## src/rtl/id_pipe.sv

```systemverilog
// MIPS instruction-decode stage: register file, operand bypass,
// immediate extension and a stallable/flushable pipeline register.
module id_pipe #(
  parameter int XLEN     = 32,
  parameter int NREG     = 32,
  parameter int ZERO_REG = 1,
  localparam int AW      = $clog2(NREG)
) (
  input  logic            CLK,
  input  logic            RST,
  input  logic            InValid,
  input  logic [31:0]     Ins,
  input  logic            Stall,
  input  logic            Flush,
  input  logic            WEn,
  input  logic [AW-1:0]   Wadr,
  input  logic [XLEN-1:0] Wdata,
  output logic            OutValid,
  output logic [XLEN-1:0] Rdata1,
  output logic [XLEN-1:0] Rdata2,
  output logic [XLEN-1:0] Ed,
  output logic [5:0]      Opcode,
  output logic [5:0]      Funct,
  output logic [AW-1:0]   Dadr,
  output logic            DWEn
);

  logic [XLEN-1:0] rf_q [NREG];

  logic            vld_q;
  logic [XLEN-1:0] rd1_q, rd1_d;
  logic [XLEN-1:0] rd2_q, rd2_d;
  logic [XLEN-1:0] ed_q, ed_d;
  logic [5:0]      op_q, fn_q;
  logic [AW-1:0]   dadr_q, dadr_d;
  logic            dwen_q, dwen_d;
  logic [AW-1:0]   rs_q, rt_q;

  logic [5:0]      op, fn;
  logic [AW-1:0]   rs, rt;
  logic [15:0]     imm;
  logic            wr_en;
  logic            is_zext, is_lui;
  logic            dwen_raw;

  assign op  = Ins[31:26];
  assign fn  = Ins[5:0];
  assign rs  = Ins[21 +: AW];
  assign rt  = Ins[16 +: AW];
  assign imm = Ins[15:0];

  // A write to r0 is dropped entirely, so it must never bypass either.
  assign wr_en = WEn && !((ZERO_REG != 0) && (Wadr == '0));

  always_ff @(posedge CLK or posedge RST) begin
    if (RST) begin
      for (int i = 0; i < NREG; i++) rf_q[i] <= '0;
    end else if (wr_en) begin
      rf_q[Wadr] <= Wdata;
    end
  end

  always_comb begin
    rd1_d = rf_q[rs];
    rd2_d = rf_q[rt];
    if (wr_en && (Wadr == rs)) rd1_d = Wdata;
    if (wr_en && (Wadr == rt)) rd2_d = Wdata;
  end

  always_comb begin
    dadr_d = rt;
    unique case (1'b1)
      (op == 6'h00): dadr_d = Ins[11 +: AW];
      (op == 6'h03): dadr_d = {AW{1'b1}};
      default:       dadr_d = rt;
    endcase
  end

  always_comb begin
    dwen_raw = 1'b0;
    unique case (1'b1)
      (op == 6'h00):                   dwen_raw = (fn != 6'h08);
      (op == 6'h03):                   dwen_raw = 1'b1;
      (op >= 6'h08 && op <= 6'h0F):    dwen_raw = 1'b1;
      (op >= 6'h20 && op <= 6'h25):    dwen_raw = 1'b1;
      default:                         dwen_raw = 1'b0;
    endcase
    dwen_d = dwen_raw && InValid
          && !((ZERO_REG != 0) && (dadr_d == '0));
  end

  assign is_zext = (op >= 6'h0C) && (op <= 6'h0E);
  assign is_lui  = (op == 6'h0F);

  always_comb begin
    ed_d = {{(XLEN-16){imm[15]}}, imm};
    unique case (1'b1)
      is_zext: ed_d = XLEN'(imm);
      is_lui:  ed_d = XLEN'({imm, 16'h0000});
      default: ed_d = {{(XLEN-16){imm[15]}}, imm};
    endcase
  end

  always_ff @(posedge CLK or posedge RST) begin
    if (RST) begin
      vld_q  <= 1'b0;
      rd1_q  <= '0;
      rd2_q  <= '0;
      ed_q   <= '0;
      op_q   <= '0;
      fn_q   <= '0;
      dadr_q <= '0;
      dwen_q <= 1'b0;
      rs_q   <= '0;
      rt_q   <= '0;
    end else if (Flush) begin
      vld_q  <= 1'b0;
      dwen_q <= 1'b0;
    end else if (Stall) begin
      // Held operands track write-back so they are fresh on release.
      if (vld_q && wr_en && (Wadr == rs_q)) rd1_q <= Wdata;
      if (vld_q && wr_en && (Wadr == rt_q)) rd2_q <= Wdata;
    end else begin
      vld_q  <= InValid;
      rd1_q  <= rd1_d;
      rd2_q  <= rd2_d;
      ed_q   <= ed_d;
      op_q   <= op;
      fn_q   <= fn;
      dadr_q <= dadr_d;
      dwen_q <= dwen_d;
      rs_q   <= rs;
      rt_q   <= rt;
    end
  end

  assign OutValid = vld_q;
  assign Rdata1   = rd1_q;
  assign Rdata2   = rd2_q;
  assign Ed       = ed_q;
  assign Opcode   = op_q;
  assign Funct    = fn_q;
  assign Dadr     = dadr_q;
  assign DWEn     = dwen_q;

endmodule

```

## config.mk

```make
export PLATFORM = sky130hd
export DESIGN_NAME = id_pipe
export DESIGN_NICKNAME = d
export VERILOG_FILES = /design/src/rtl/id_pipe.sv
export SDC_FILE = /design/constraint.sdc
export NUM_CORES = 2
export LEC_CHECK = 0
export ABC_AREA = 1
export BUFFER_PORTS_ARGS = -buffer_cell sky130_fd_sc_hd__buf_2
export CORE_AREA = 2 2 460 462
export DETAILED_ROUTE_END_ITERATION = 7
export DIE_AREA = 0 0 462 464
export GPL_TIMING_DRIVEN = 0
export HOLD_SLACK_MARGIN = 0.08
export PLACE_DENSITY = 0.49
export REMOVE_ABC_BUFFERS = 1
export SLEW_MARGIN = 25
export SYNTH_ARGS = -nofsm -noshare
export SYNTH_HDL_FRONTEND = slang
export SYNTH_SLANG_ARGS = --single-unit
export TNS_END_PERCENT = 30
```

## constraint.sdc

```tcl
create_clock -name CLK -period 70.5 [get_ports CLK]
set_input_delay 10.575 -clock CLK [delete_from_list [all_inputs] [get_ports CLK]]
set_output_delay 10.575 -clock CLK [all_outputs]
set_load 0.01 [all_outputs]
```

==> metrics.md <==
| Metric | Value |
|---|---|
| Fmax achieved | `0.0733 GHz` |
| CP required | `71,190 ps` |
| Post-synth ARST share | `1.00` |
| Cell area after synthesis | `62,600 um^2` |
| Number of global-route vias before repair | `58,660` |
| Core Box Area | `209,000 um^2` |
| Avg Cell Area, Syn | `6.85 um^2` |
| Fin crit period | `~14,000 ps` |
| Routed Antenna Nets | `0` |
| Starting Density | `0.299` |
| Critical path cell sequence | `buf_8 > buf_16 > inv_8 > buf_16 > nand2_1 > nand4_1 > nor2_1 > nand2_1 > nand2_4 > buf_12 > inv_4 > nand3_1 > a21oi_1` |
| Row cnt | `168` |
| Routability Congestion | `0.749` |
| Critical Path Start Type | `input pin` |
| H-tree levels | `4` |
| Share of layout cells above drive strength 1 | `0.0646` |
| # DRC | `0` |
| Rel. slew slack | `0.322` |
| CP Class | `input pin to register` |
| FF+latch count, synth | `~1,100` |
| Worst-path fanout max | `86` |
| CP Launch Point | `Ins[21]` |
| # port buffers | `189` |
| HPWL Detailed | `136,000 um` |
| Clock Root Buffer | `clkbuf_16` |
| Commonest non-fill, non-tap cell in the layout | `nand2_1` |
| Postcts setup bufs | `0` |
| # setup viols final | `0` |
| Actual slew at the worst max-slew pin | `1020 ps` |
| Slowest stage delay, CP | `approximately 710 ps` |
| Setup_tns | `0 ps` |
| Number of flops mapped to enable cells by yosys | `0` |
| Vias | `60,812` |
| Leak Pwr | `33.6 nW` |
| Yosys warnings | `0` |
| PostCTS Resize Cnt | `0` |
| Clock transition at path regs | `60 ps` |
| Critical path arrival | `between 10,000 and 15,000 ps` |
| Hold Buf Count CTS | `0` |
| Total track usage | `0.231` |
| Vias/cell | `around 5.2` |
| Setup ws final | `56,860 ps` |
| Dpl ws | `56,150 ps` |
| CP Capture Point | `Rdata1[19]` |
| Distinct cell type count after synthesis | `29` |
| I/O pins | `190` |
| CTS Buf Count | `between 100 and 150` |
| Clk sinks | `approximately 1,100` |
| Top FF cell, synth | `dfrtp_1` |
| Max-slew violation count | `0` |
| R2r startpoint | `rs_q[4]` |
| Largest net degree at the start of global routing | `94` |
| Worst reg-to-reg path cell count | `9` |
| Crit share post-route | `0.193` |
| Hold Crit Class | `register to register` |
| First-pass GRT wire length | `379,000 um` |
| Area growth syn-to-layout | `14.1%` |
| RSZ-0062 raised after global routing | `false` |
| Outcome | `finished, final reports clean` |
| Fin. Hold Viols | `0` |
| Critical path endpoint category | `register` |
| Total gr overflow | `0` |
| Chip Width | `462 um` |
| CTS tree | `done` |
| Skew final | `19.9 ps` |
| Detailed Routing Iterations Pass 1 | `8` |
| Peak supply drop | `about 14 uV` |
| Post-Syn Instances | `9,138` |
| Max-Cap Viols | `0` |
| Pwr Density | `27.8 nW/um^2` |
| Worst skew pair latency | `780 ps` |
| Die Area | `214,000 um^2` |
| Reg2reg end | `Rdata1[21]` |
| Nets | `8,858` |
| DR WL/cell | `21.4 um` |
| Setup slack, reg-to-reg | `68,550 ps` |
| Antenna violations before repair | `11` |
| Die Span Y | `464 um` |
| Most frequent cells in the layout | `nand2_1 (4,147), nand3_1 (1,484), dfrtp_1 (1,149), o21ai_0 (782), nor2_1 (241)` |
| Max Root-Sink Buffers | `3` |
| WL final | `250,000 um` |
| Critical Path Slowest Stage Cell | `inv_4` |
| Sequential area share after synthesis | `0.460` |
| Starting DRT DRC Count | `6,297` |
## power by group
group	internal (mW)	switching, mW
registers	0.782	0.0898
clock network	0.431	0.299
logic	0.142	0.239
total	1.36	0.628
## synthesized netlist by cell type, types with 4 or more instances
master / n / share of area
o311ai_0: 9 / 0.0013
nand4_1: 7 / 0.00070
clkbuf_1: 537 / 0.032
o31ai_1: 10 / 0.0012
o22ai_1: 4 / 0.00040
nor3_2: 6 / 0.00096
buf_2: 176 / 0.014
o211ai_1: 6 / 0.00072
o21ai_0: 782 / 0.063
inv_2: 13 / 0.00078
nand3_1: 1484 / 0.12
xnor2_1: 4 / 0.00056
buf_1: 69 / 0.0041
buf_4: 12 / 0.0014
nand2_1: 4163 / 0.25
nand2_2: 15 / 0.0015
inv_1: 126 / 0.0076
a21oi_1: 227 / 0.018
nor2_1: 243 / 0.015
dfrtp_1: 1149 / 0.46
o21ai_1: 80 / 0.0064
## flip-flops by register name, indices dropped and copies added (netlist names)
signal,flops
Dadr,5
Funct,6
Rdata1,32
Rdata2,32
DWEn,1
Ed,32
Opcode,6
rs_q,5
rt_q,5
OutValid,1
rf_q,1024
## worst max-delay path, delay by kind of cell
| kind | cells | cell delay [ps] |
|---|---|---|
| AOI/OAI and AO/OA | 1 | 220 |
| buffers and inverters | 6 | 2250 |
| and+or+nand+nor | 6 | 970 |
## through the flow
| stage | std cells | hold WS, ps | power, mW | cell area [um^2] | util |
|---|---|---|---|---|---|
| 2_1_floorplan | 8344 | 374 | 1.12 | 59300 | - |
| 3_5_place_dp | 11443 | 388 | 1.26 | 66800 | 0.319 |
| 6_report | 11694 | 397 | 1.98 | 71400 | 0.341 |
| 4_1_cts | 11691 | 401 | 2.00 | 71400 | 0.341 |
| 3_3_place_gp | 11338 | 385 | 1.26 | 63800 | 0.305 |
| 5_1_grt | 11692 | 409 | 2.10 | 71400 | 0.341 |
## layout make-up
cell class | count | area [um^2]
Antenna cell | 3 | 7.51
Clock buffer | 216 | 4200
Clock inverter | 32 | 352
Fill cell | 22201 | 138000
Inverter | 142 | 618
Multi-Input combinational cell | 7053 | 30300
Sequential cell | 1149 | 28800
Tap cell | 2805 | 3510
Timing Repair Buffer | 294 | 3610
## worst min path at each step
stage                     from  cells past startpoint    endpoint  slack, ps
floorplan           rf_q[1000]                      0  rf_q[1000]        370
global placement    rf_q[1010]                      0  rf_q[1010]        390
detailed placement  rf_q[1021]                      0  rf_q[1021]        390
CTS                 rf_q[1021]                      0  rf_q[1021]        400
global route         rf_q[997]                      0   rf_q[997]        410
finish              rf_q[1006]                      0  rf_q[1006]        400
## cells by family after synthesis
group | after synthesis | synth area share
buffers and inverters | 936 | 0.0604
AND/OR/NAND/NOR | 5929 | 0.388
flip-flops | 1149 | 0.460
XOR/XNOR | 6 | 0.000840
AO/OA/AOI/OAI | 1118 | 0.0907
## layer usage
layer  routed length [um]  vias up  part of all wire  GRT usage
li1                     -    28735                 -          -
met1               111000    29252              0.44      0.314
met2               114000     2350              0.46      0.372
met3                17400      457             0.069     0.0371
met4                 7750       18             0.031     0.0745
met5                  102        -           0.00041          0
(Power assumes the default switching activity.)
